[config.mk]
export PLATFORM = sky130hd
export DESIGN_NAME = fir_output_sink
export DESIGN_NICKNAME = d
export VERILOG_FILES = /design/src/rtl/fir_output_sink.sv
export SDC_FILE = /design/constraint.sdc
export NUM_CORES = 1
export LEC_CHECK = 0
export BUFFER_PORTS_ARGS = -buffer_cell sky130_fd_sc_hd__buf_2
export CAP_MARGIN = 20
export CELL_PAD_IN_SITES_DETAIL_PLACEMENT = 1
export CELL_PAD_IN_SITES_GLOBAL_PLACEMENT = 1
export CORE_ASPECT_RATIO = 2
export CORE_UTILIZATION = 45
export CTS_CLUSTER_SIZE = 28
export DETAILED_ROUTE_END_ITERATION = 10
export GPL_ROUTABILITY_DRIVEN = 0
export PLACE_DENSITY_LB_ADDON = 0.3
export SLEW_MARGIN = 30
export SYNTH_ARGS = -nofsm -noshare
export SYNTH_HDL_FRONTEND = slang
export SYNTH_SLANG_ARGS = --single-unit
export TNS_END_PERCENT = 50
[constraint.sdc]
create_clock -name i_clk -period 4.8 [get_ports i_clk]
set_input_delay 0 -clock i_clk [delete_from_list [all_inputs] [get_ports i_clk]]
set_output_delay 0 -clock i_clk [all_outputs]
set_load 0.005 [all_outputs]
[src/rtl/fir_output_sink.sv]
// FIR output sink: scale (arithmetic shift), saturate, buffer in a FWFT FIFO, present on valid/ready.
// Optional build macro FIR_SINK_ROUND_EN: round half up before the shift instead of truncating.
module fir_output_sink #(
  parameter int DATA_WIDTH = 24,
  parameter int OUT_WIDTH  = 16,
  parameter int SHIFT      = 4,
  parameter int FIFO_DEPTH = 8
) (
  input  logic                          i_clk,
  input  logic                          i_rst_n,
  input  logic                          i_en,
  input  logic signed [DATA_WIDTH-1:0]  iv_din,
  input  logic                          i_din_valid,
  output logic signed [OUT_WIDTH-1:0]   ov_dout,
  output logic                          o_dout_valid,
  input  logic                          i_dout_ready,
  output logic [$clog2(FIFO_DEPTH):0]   ov_level,
  output logic                          o_sat,
  output logic                          o_overflow,
  input  logic                          i_clr_ovf,
  output logic [15:0]                   ov_drop_cnt
);

  localparam int AW = $clog2(FIFO_DEPTH);

  // Saturation bounds expressed in the widened (DATA_WIDTH+1) domain.
  localparam logic signed [DATA_WIDTH:0] SAT_MAX =
    {{(DATA_WIDTH-OUT_WIDTH+2){1'b0}}, {(OUT_WIDTH-1){1'b1}}};
  localparam logic signed [DATA_WIDTH:0] SAT_MIN =
    {{(DATA_WIDTH-OUT_WIDTH+2){1'b1}}, {(OUT_WIDTH-1){1'b0}}};
`ifdef FIR_SINK_ROUND_EN
  // Half an LSB of the shifted result; zero when SHIFT is 0.
  localparam logic signed [DATA_WIDTH:0] RND =
    ({{DATA_WIDTH{1'b0}}, 1'b1} << SHIFT) >> 1;
`endif

  logic signed [DATA_WIDTH:0] din_ext;
  logic signed [DATA_WIDTH:0] din_shr;
  logic signed [OUT_WIDTH-1:0] sat_val;
  logic                        clip;

  logic                        s1_valid;
  logic                        s1_sat;
  logic signed [OUT_WIDTH-1:0] s1_data;

  logic signed [OUT_WIDTH-1:0] mem [FIFO_DEPTH];
  logic [AW:0]                 wr_ptr;
  logic [AW:0]                 rd_ptr;
  logic [AW:0]                 rd_ptr_nxt;
  logic [AW:0]                 level;
  logic                        full;
  logic                        pop;
  logic                        push;
  logic                        drop;
  logic                        head_valid_nxt;

  // NOTE: every signal assigned in always_comb gets a value on every path; a missing default infers a latch.
  always_comb begin
    din_ext = {iv_din[DATA_WIDTH-1], iv_din};
`ifdef FIR_SINK_ROUND_EN
    din_ext = din_ext + RND;
`endif
    din_shr = din_ext >>> SHIFT;
    clip    = 1'b0;
    sat_val = din_shr[OUT_WIDTH-1:0];
    if (din_shr > SAT_MAX) begin
      clip    = 1'b1;
      sat_val = SAT_MAX[OUT_WIDTH-1:0];
    end else if (din_shr < SAT_MIN) begin
      clip    = 1'b1;
      sat_val = SAT_MIN[OUT_WIDTH-1:0];
    end
  end

  // NOTE: sequential state uses non-blocking assignments so every register samples pre-edge values.
  always_ff @(posedge i_clk or negedge i_rst_n) begin
    if (!i_rst_n) begin
      s1_valid <= 1'b0;
      s1_sat   <= 1'b0;
      s1_data  <= '0;
    end else if (i_en) begin
      s1_valid <= i_din_valid;
      s1_sat   <= i_din_valid & clip;
      s1_data  <= sat_val;
    end
  end

  assign o_sat = s1_valid & s1_sat;

  // Level counts the head register too, so a full FIFO only accepts a write alongside a pop.
  always_comb begin
    level          = wr_ptr - rd_ptr;
    full           = (level == (AW+1)'(FIFO_DEPTH));
    pop            = o_dout_valid & i_dout_ready;
    push           = s1_valid & (~full | pop);
    drop           = s1_valid & full & ~pop;
    rd_ptr_nxt     = rd_ptr + (AW+1)'(pop);
    // Compared against the pre-write pointer: a word written this edge shows up one cycle later.
    head_valid_nxt = (wr_ptr != rd_ptr_nxt);
  end

  assign ov_level = level;

  // NOTE: the storage array has no reset; pointers define which entries are live, so stale contents are never observed.
  always_ff @(posedge i_clk) begin
    if (i_en && push) begin
      mem[wr_ptr[AW-1:0]] <= s1_data;
    end
  end

  always_ff @(posedge i_clk or negedge i_rst_n) begin
    if (!i_rst_n) begin
      wr_ptr       <= '0;
      rd_ptr       <= '0;
      o_dout_valid <= 1'b0;
      ov_dout      <= '0;
    end else if (i_en) begin
      if (push) begin
        wr_ptr <= wr_ptr + 1'b1;
      end
      rd_ptr       <= rd_ptr_nxt;
      o_dout_valid <= head_valid_nxt;
      if (head_valid_nxt) begin
        ov_dout <= mem[rd_ptr_nxt[AW-1:0]];
      end
    end
  end

  // A drop in the same cycle as a clear restarts the count at one.
  always_ff @(posedge i_clk or negedge i_rst_n) begin
    if (!i_rst_n) begin
      o_overflow  <= 1'b0;
      ov_drop_cnt <= '0;
    end else if (i_en) begin
      if (drop) begin
        o_overflow <= 1'b1;
        if (i_clr_ovf) begin
          ov_drop_cnt <= 16'd1;
        end else if (ov_drop_cnt != 16'hFFFF) begin
          ov_drop_cnt <= ov_drop_cnt + 16'd1;
        end
      end else if (i_clr_ovf) begin
        o_overflow  <= 1'b0;
        ov_drop_cnt <= '0;
      end
    end
  end

endmodule

======== Yosys cells after proc, flatten, opt, wreduce, memory -nomap -nowiden ========
Memories as Yosys holds them, arrays and structs flattened. A register that Yosys moved wholly into a read port is not among the register bits.
Index checks and enable logic that the tools add are counted.
word-level totals
  register bits ........................... 44
  latch bits .............................. 0
  bits in writable memories ............... 128
  bits in read-only memories .............. 0
  input bits .............................. 30
  logic and storage cells ................. 47
  memories ................................ 1
cells by class
  $add $sub $neg .......................... 4
  multiply operators ...................... 0
  div/mod/pow operators ................... 0
  $lt $le $gt $ge ......................... 2
  equality and inequality tests ........... 3
  shifts and indexed selects .............. 0
  muxes and demuxes ....................... 12
  bitwise operators ....................... 9
  reductions and logical operators ........ 8
memory list
  memory  words  bits a word  rd ports  clocked after memory_dff  wr ports  line  source
  mem     8      16           1         1                         1         46    logic signed [OUT_WIDTH-1:0] mem [FIFO_DEPTH];
operator list
  operator                 number
  $mux W16                 6
  $gt A20 B16 Y1 const B   1
  $lt A20 B16 Y1 const B   1
  $add A16 B1 Y16 const B  1
  $ne A16 B16 Y1 const B   1
  $and A1 B1 Y1            6
  $mux W1                  6
  $reduce_and A2 Y1        3
  $add A4 B1 Y4            1
  $add A4 B1 Y4 const B    1
  $eq A4 B4 Y1 const B     1
  $ne A4 B4 Y1             1
  $reduce_bool A2 Y1       2
  $sub A4 B4 Y4            1
  $reduce_and A3 Y1        1
  $not A1 Y1               2
  $logic_and A1 B1 Y1      1
  $logic_not A1 Y1         1
  $or A1 B1 Y1             1

======== Depth between registers and ports, before layout ========
Gate-level depths: netlist of the first run.
  word-level depth ........................ 8
  depth in mapped cells ................... 13

======== Worst setup path before layout of the first run ========
OpenSTA, ideal clock, no wires.
  path type ............................... register -> register
  start point ............................. reg wr_ptr[0]
  end point ............................... mem mem[4][0] (enable)
  setup time .............................. 413 ps
  arrival time ............................ 3239 ps
  setup slack ............................. 1149 ps
  stages on the path, launching flop included .. 11
  buffers on the path ..................... 1
  clock period less this slack ............ 3651 ps
  cells stage by stage .................... dfrtp_1 clkbuf_1 inv_1 ha_1 inv_1 fa_1 xor2_1 nor4_4 a21oi_2 nand2b_1 nor3b_1
between the ends
  cells in the longest elaborated chain, start to end .. 8
RTL lines
  what                           line  source
  from (decl)                    47    logic [AW:0] wr_ptr;
  from (signal assigned)         119   wr_ptr <= wr_ptr + 1'b1;
  $sub A4 B4 Y4                  92    level = wr_ptr - rd_ptr;
  via ov_level[2]                17    output logic [$clog2(FIFO_DEPTH):0] ov_level,
  $eq A4 B4 Y1                   93    full = (level == (AW+1)'(FIFO_DEPTH));
  $not A1 Y1                     95    push = s1_valid & (~full | pop);
  $or A1 B1 Y1                   95
  $and A1 B1 Y1                  95
  $logic_and A1 B1 Y1            106   if (i_en && push) begin
  $mux W1                        106
  $mux W1 (implied by the code)  107   mem[wr_ptr[AW-1:0]] <= s1_data;
  to (decl)                      46
The timed path passes the listed nets, and every way through them passes these cells.

======== Final worst setup path of the first run ========
  start point ............................. reg wr_ptr[0]
  end point ............................... mem mem[2][4] (enable)
between the ends
  cells in the longest elaborated chain, start to end .. 8
RTL lines
  what                           line
  $sub A4 B4 Y4                  92
  $eq A4 B4 Y1                   93
  $not A1 Y1                     95
  $or A1 B1 Y1                   95
  $and A1 B1 Y1                  95
  $logic_and A1 B1 Y1            106
  $mux W1                        106
  $mux W1 (implied by the code)  107
Parallel ways exist; a longest one is shown, timed or not.

==> flow_metrics.py, run 1 <==
metrics = {
    "sta": {
        "holdWs_ns": 0.258,
        "min_period_over_period_pct": 74.0,
        "finalHoldViolations": 0,
        "final-setup-viol-count": 0,
        "final_max_slew_viol_count": 0,
        "fmax_mhz": 282,
        "tns_ns": 0,
        "rsz0062_at_grt": "false",
        "setup_ws_ns": 1.25,
        "period_minus_slack_ns": 3.55,
        "clock_skew_ns": 0.00873,
        "relSlewSlack_pct": 39.3,
        "worst_slew_pin_slew_ns": 0.907,
    },
    "worst_setup_path": {
        "arrival_ns": 3.61,
        "ff2ff_path_depth": 9,
        "cp-start-kind": "flop",
        "slowest_stage": "nor3_4",
        "cpMostUsedCell": "inv_1",
        "end_kind": "flop",
        "cp.required_ns": 4.86,
        "crit_type": "flop to flop",
        "r2r_slack_ns": 1.25,
        "worstSetupEndpoint": "mem[2][4]",
        "crit_start": "wr_ptr[0]",
        "path_cells": "inv_1, ha_1, inv_1, fa_1, xor2_1, nor4_4, a21oi_2, nand2_1, nor3_4",
        "cpPeakStageDelay_ns": 0.75,
        "worst-path-max-fanout": 16,
        "rr_startpoint": "wr_ptr[0]",
        "r2r-end": "mem[2][4]",
    },
    "floorplan": {
        "die_h_um": 189,
        "start_util_pct": 45.7,
        "dieArea_um2": 18000,
        "io_pins": 69,
        "core_um2": 17200,
        "die_w_um": 95.4,
        "rows": 68,
    },
    "synth": {
        "synth_nets": 542,
        "ys_seq_area_share_pct": 68.1,
        "synth-async-reset-ratio_pct": 31.9,
        "ys.flop_type": "edfxtp_1",
        "ys_warn_count": 0,
        "synth.cell_area_um2": 7850,
        "avgSynthCellArea_um2": 15.6,
        "netlist_top_cells_area": "edfxtp_1 (49%), dfrtp_1 (19%), mux4_2 (9.2%)",
        "synthCells": 504,
        "yosysTopAreaCell": "edfxtp_1",
        "synth.distinct_cells": 54,
        "ys_seq_elements": 188,
        "synth_edf_count": 128,
        "yosys.area.top_type_share_pct": 49.0,
    },
    "global_routing": {
        "grt_use_met3_pct": 4.28,
        "gr-total-overflow": 0,
        "antenna_found_initial": 0,
        "grt_max_degree": 61,
        "grt_first_pass_wirelength_um": 29100,
        "busiest_layer": "met2",
        "use_met1_pct": 24.4,
        "use_met2_pct": 42.1,
        "track_usage_pct": 22.5,
        "grt_pass1_vias": 5266,
    },
    "drt": {
        "drtIter0Drc": 194,
        "drc_errors": 0,
        "wirelength_um": 18400,
        "dr.pass1.iters": 4,
        "postRouteAntennaNets": 0,
        "routedWlPerCell_um": 22.6,
        "detail_route.vias_per_cell": 5.80,
        "vias": 4741,
    },
    "cells_and_area": {
        "area_growth_pct": 18.0,
        "n_antenna_cell": 0,
        "fin_util_pct": 53.9,
        "nNetsFinal": 632,
        "finalNonFillerCells": 817,
        "design_area_um2": 9260,
        "drive_gt1_share_pct": 26.4,
    },
    "pwr": {
        "vdd_drop_max_mv": 0.292,
        "powerDensity_nw_per_um2": 561,
        "finalPower_mw": 5.19,
        "power.leakage_nw": 3.49,
    },
    "placed_design": {
        "port_buffers": 64,
        "hpwl_um": 11800,
        "placed_area_um2": 8460,
        "dp_cells": 763,
        "post-place-ws_ns": 1.10,
    },
    "clock_network": {
        "clkLatencyLatePin_ns": 0.43,
        "cts.sinks": 188,
        "cts_tree": "yes",
        "h-tree-depth": 4,
        "cts_root_buf": "clkbuf_16",
        "cts_buffers": 17,
        "clkTransAtPathRegs_ns": 0.07,
        "cts_buffer_depth": 2,
    },
    "min_path": {
        "hold_class": "primary input to flop",
    },
    "run_status": {
        "status": "completed",
    },
    "job": {
        "maxCapViolations": 0,
    },
}
[per-layer routing]
layer	vias up	routed length, µm
li1	2121	-
met2	109	10600
met3	33	506
met1	2478	6910
met5	-	0
met4	0	410
[worst min path at each step]
stage | start | end | depth (start not counted)
global placement | i_rst_n | rd_ptr[0] | 2
CTS | iv_din[19] | s1_data[10] | 6
floorplan | i_rst_n | o_dout_valid | 0
global route | i_dout_ready | rd_ptr[3] | 5
detailed placement | i_rst_n | rd_ptr[0] | 2
finish | iv_din[19] | s1_data[13] | 6
[kinds of logic (layout without fill, tap and decap cells)]
kind of cell             Yosys count  in the layout  share of synthesized area, %
AO/OA/AOI/OAI                     92             92                          7.59
XOR/XNOR                          12             12                          1.58
adder cells (fa/ha/maj)            8              8                          1.37
buffers and inverters             55            158                          2.98
flip-flops                       188            188                          68.1
multiplexers                      54             54                          12.1
AND/OR/NAND/NOR                   95             95                          6.30
[where the power goes]
group / internal, mW / total, mW / switching, mW
Clock: 0.682 / 1.34 / 0.655
Combinational: 0.797 / 1.69 / 0.888
Sequential: 1.99 / 2.17 / 0.182
[registers in the layout (all words and copies together), names as in the netlist]
signal	count
mem	128
o_dout_valid	1
o_overflow	1
ov_dout	16
ov_drop_cnt	16
rd_ptr	4
s1_data	16
s1_sat	1
s1_valid	1
wr_ptr	4
[layout by cell type, fill, tap and decap left out, types with 6 or more instances in the layout]
cell type and instances:
dlygate4sd3_1 20, inv_1 27, mux4_2 32, dfrtp_1 60
edfxtp_1 128, mux2i_1 18, o31ai_1 6, buf_2 64
ha_1 6, nor2_1 8, clkbuf_16 17, buf_4 12
xor2_1 6, nand2_1 40, o21ai_0 43, nand3_1 12
o211ai_1 18
[repair_timing]
item / in CTS / in global routing
hold buffers: 20 / 0
gates resized for setup: 0 / 0
endpoints found under the hold margin: 82 / 0
buffers inserted: 0 / 0
[area by class of cell]
cell class,instances,area (µm²)
Sequential cell,188,5350
Clock buffer,17,425
Timing Repair Buffer,98,641
Multi-Input combinational cell,261,2350
Fill cell,1670,7930
Tap cell,210,263
Inverter,28,105
Clock inverter,15,130
[Yosys cell counts, types with 5 or more instances]
cell type  count
clkbuf_1      15
mux2i_1       18
ha_1           7
o211ai_1      18
nand3_1       12
nor4_1         5
nor3_1         5
xor2_1         6
buf_2          6
o31ai_1        6
nor2_1         8
dfrtp_1       60
edfxtp_1     128
a21oi_1        5
o21ai_0       43
nand4_1        5
nand2_1       40
mux4_2        32
xnor2_1        5
inv_1         27
[worst max-delay path: cells and delay by family, from the launching register on]
kind | cells | cell delay [ns]
fa+ha+maj | 2 | 0.59
compound gates | 1 | 0.28
xor+xnor | 1 | 0.27
buf+inv | 2 | 0.37
simple gates | 3 | 1.10
flops | 1 | 0.56
No activity file was read; power rests on OpenSTA's default activity.
==> run 2, diff against run 1 <==
clock period = 3.6 ns   (was 4.8 ns; I/O delays follow)
==> flow_metrics.py, run 2 (same netlist as run 1, synthesis figures left out) <==
metrics = {
    "clock_network": {
        "cts_resized": 0,
        "cts_buffer_depth": 2,
        "clkTransAtPathRegs_ns": 0.08,
        "h-tree-depth": 4,
        "cts_buffers": 17,
        "cts_root_buf": "clkbuf_16",
        "cts_tree": "yes",
        "cts.sinks": 188,
        "post_cts_buffers": 0,
        "clkLatencyLatePin_ns": 0.44,
    },
    "cells_and_area": {
        "drive_gt1_share_pct": 26.8,
        "final_cell_mix": "edfxtp_1 (128), buf_2 (63), dfrtp_1 (60), o21ai_0 (43), nand2_1 (40)",
        "n_antenna_cell": 0,
        "largest_reg_flops": 128,
        "area_growth_pct": 18.6,
        "fin_util_pct": 54.2,
        "nNetsFinal": 634,
        "final_common_cell": "edfxtp_1",
        "finalNonFillerCells": 819,
    },
    "pwr": {
        "powerDensity_nw_per_um2": 768,
        "vdd_drop_max_mv": 0.365,
        "finalPower_mw": 7.14,
        "power.leakage_nw": 3.52,
    },
    "drt": {
        "vias": 4802,
        "detail_route.vias_per_cell": 5.86,
        "postRouteAntennaNets": 0,
        "dr.max_layer_used": "met4",
        "drt-met1-wl_um": 6900,
        "routedWlPerCell_um": 22.5,
        "wirelength_um": 18500,
        "wl_met3_um": 571,
        "drtIter0Drc": 221,
        "route.met2.wl_um": 10400,
        "dr.pass1.iters": 4,
        "drc_errors": 0,
    },
    "sta": {
        "min_period_over_period_pct": 91.6,
        "holdWs_ns": 0.0404,
        "period_minus_slack_ns": 3.30,
        "final-setup-viol-count": 0,
        "relSlewSlack_pct": 45.4,
        "clock_skew_ns": 0.0135,
        "worst_slew_pin_slew_ns": 0.819,
        "fmax_mhz": 303,
        "final_max_slew_viol_count": 0,
        "finalHoldViolations": 0,
        "rsz0062_at_grt": "false",
        "tns_ns": 0,
    },
    "min_path": {
        "hold_depth": 5,
        "hold_class": "primary input to flop",
        "min_to": "wr_ptr[2]",
        "hold_start": "i_en",
    },
    "placed_design": {
        "hpwl_um": 12000,
        "port_buffers": 64,
        "dp_cells": 768,
    },
    "global_routing": {
        "grt_max_degree": 52,
        "grt_pass1_vias": 5296,
        "grt_first_pass_wirelength_um": 29200,
        "track_usage_pct": 22.5,
        "gr-total-overflow": 0,
        "antenna_found_initial": 0,
    },
    "worst_setup_path": {
        "cp.required_ns": 3.92,
        "cp-start-kind": "flop",
        "rr_startpoint": "wr_ptr[0]",
        "ff2ff_path_depth": 9,
        "crit_start": "wr_ptr[0]",
        "r2r_slack_ns": 0.30,
        "end_kind": "flop",
        "worst-path-max-fanout": 14,
        "crit_type": "flop to flop",
        "arrival_ns": 3.62,
        "r2r-end": "ov_drop_cnt[4]",
    },
    "floorplan": {
        "core_um2": 17200,
        "start_util_pct": 45.7,
        "die_w_um": 95.4,
        "dieArea_um2": 18000,
        "die_h_um": 189,
        "rows": 68,
        "io_pins": 69,
    },
    "job": {
        "maxCapViolations": 0,
    },
    "run_status": {
        "status": "completed",
    },
}
## run 2: repair_timing
item                                   in CTS  in global routing
endpoints found under the hold margin      58                  0
hold buffers                               19                  0
setup endpoints to repair                   0                  0
## run 2: report_power, final
part	total [mW]	switching, mW	internal, mW
Combinational	2.25	1.17	1.08
Sequential	2.89	0.235	2.65
Clock	2.01	0.834	1.18
## run 2: final cells by class
| type | instances | area (µm²) |
|---|---|---|
| Inverter | 28 | 105 |
| Timing Repair Buffer | 100 | 653 |
| Multi-Input combinational cell | 261 | 2300 |
| Clock inverter | 10 | 121 |
| Clock buffer | 22 | 518 |
| Tap cell | 210 | 263 |
| Sequential cell | 188 | 5350 |
| Fill cell | 1700 | 7880 |
## run 2: how the worst max path moves through the flow
| stage | cells after the start | slack, ns | end |
|---|---|---|---|
| 2_1_floorplan | 10 | -0.04 | mem[6][0] |
| 3_3_place_gp | 9 | 0.49 | ov_drop_cnt[4] |
| 3_5_place_dp | 9 | 0.35 | ov_drop_cnt[4] |
| 4_1_cts | 9 | 0.30 | ov_drop_cnt[4] |
| 5_1_grt | 9 | 0.12 | ov_drop_cnt[4] |
| 6_report | 9 | 0.30 | ov_drop_cnt[4] |
## run 2: per-layer routing
metal,track usage (%),vias to the layer above
met2,40.7,143
met4,10.1,0
li1,-,2133
met1,24.8,2489
met3,4.16,37
met5,0,-
## run 2: stage by stage
| stage | instance area, µm² | worst slack, ns |
|---|---|---|
| 2_1_floorplan | 7850 | -0.0427 |
| 3_3_place_gp | 8470 | 0.494 |
| 3_5_place_dp | 8480 | 0.350 |
| 4_1_cts | 9310 | 0.298 |
| 5_1_grt | 9310 | 0.124 |
| 6_report | 9310 | 0.302 |
## run 2: critical path: stages, from the launching register on
cell and delay [ns]:
dfrtp_1 0.60, inv_1 0.20, ha_1 0.26, inv_1 0.07, fa_1 0.46, nor4_4 0.35, and4b_2 0.50, nand2_2 0.19
o211a_1 0.26, a211o_1 0.27
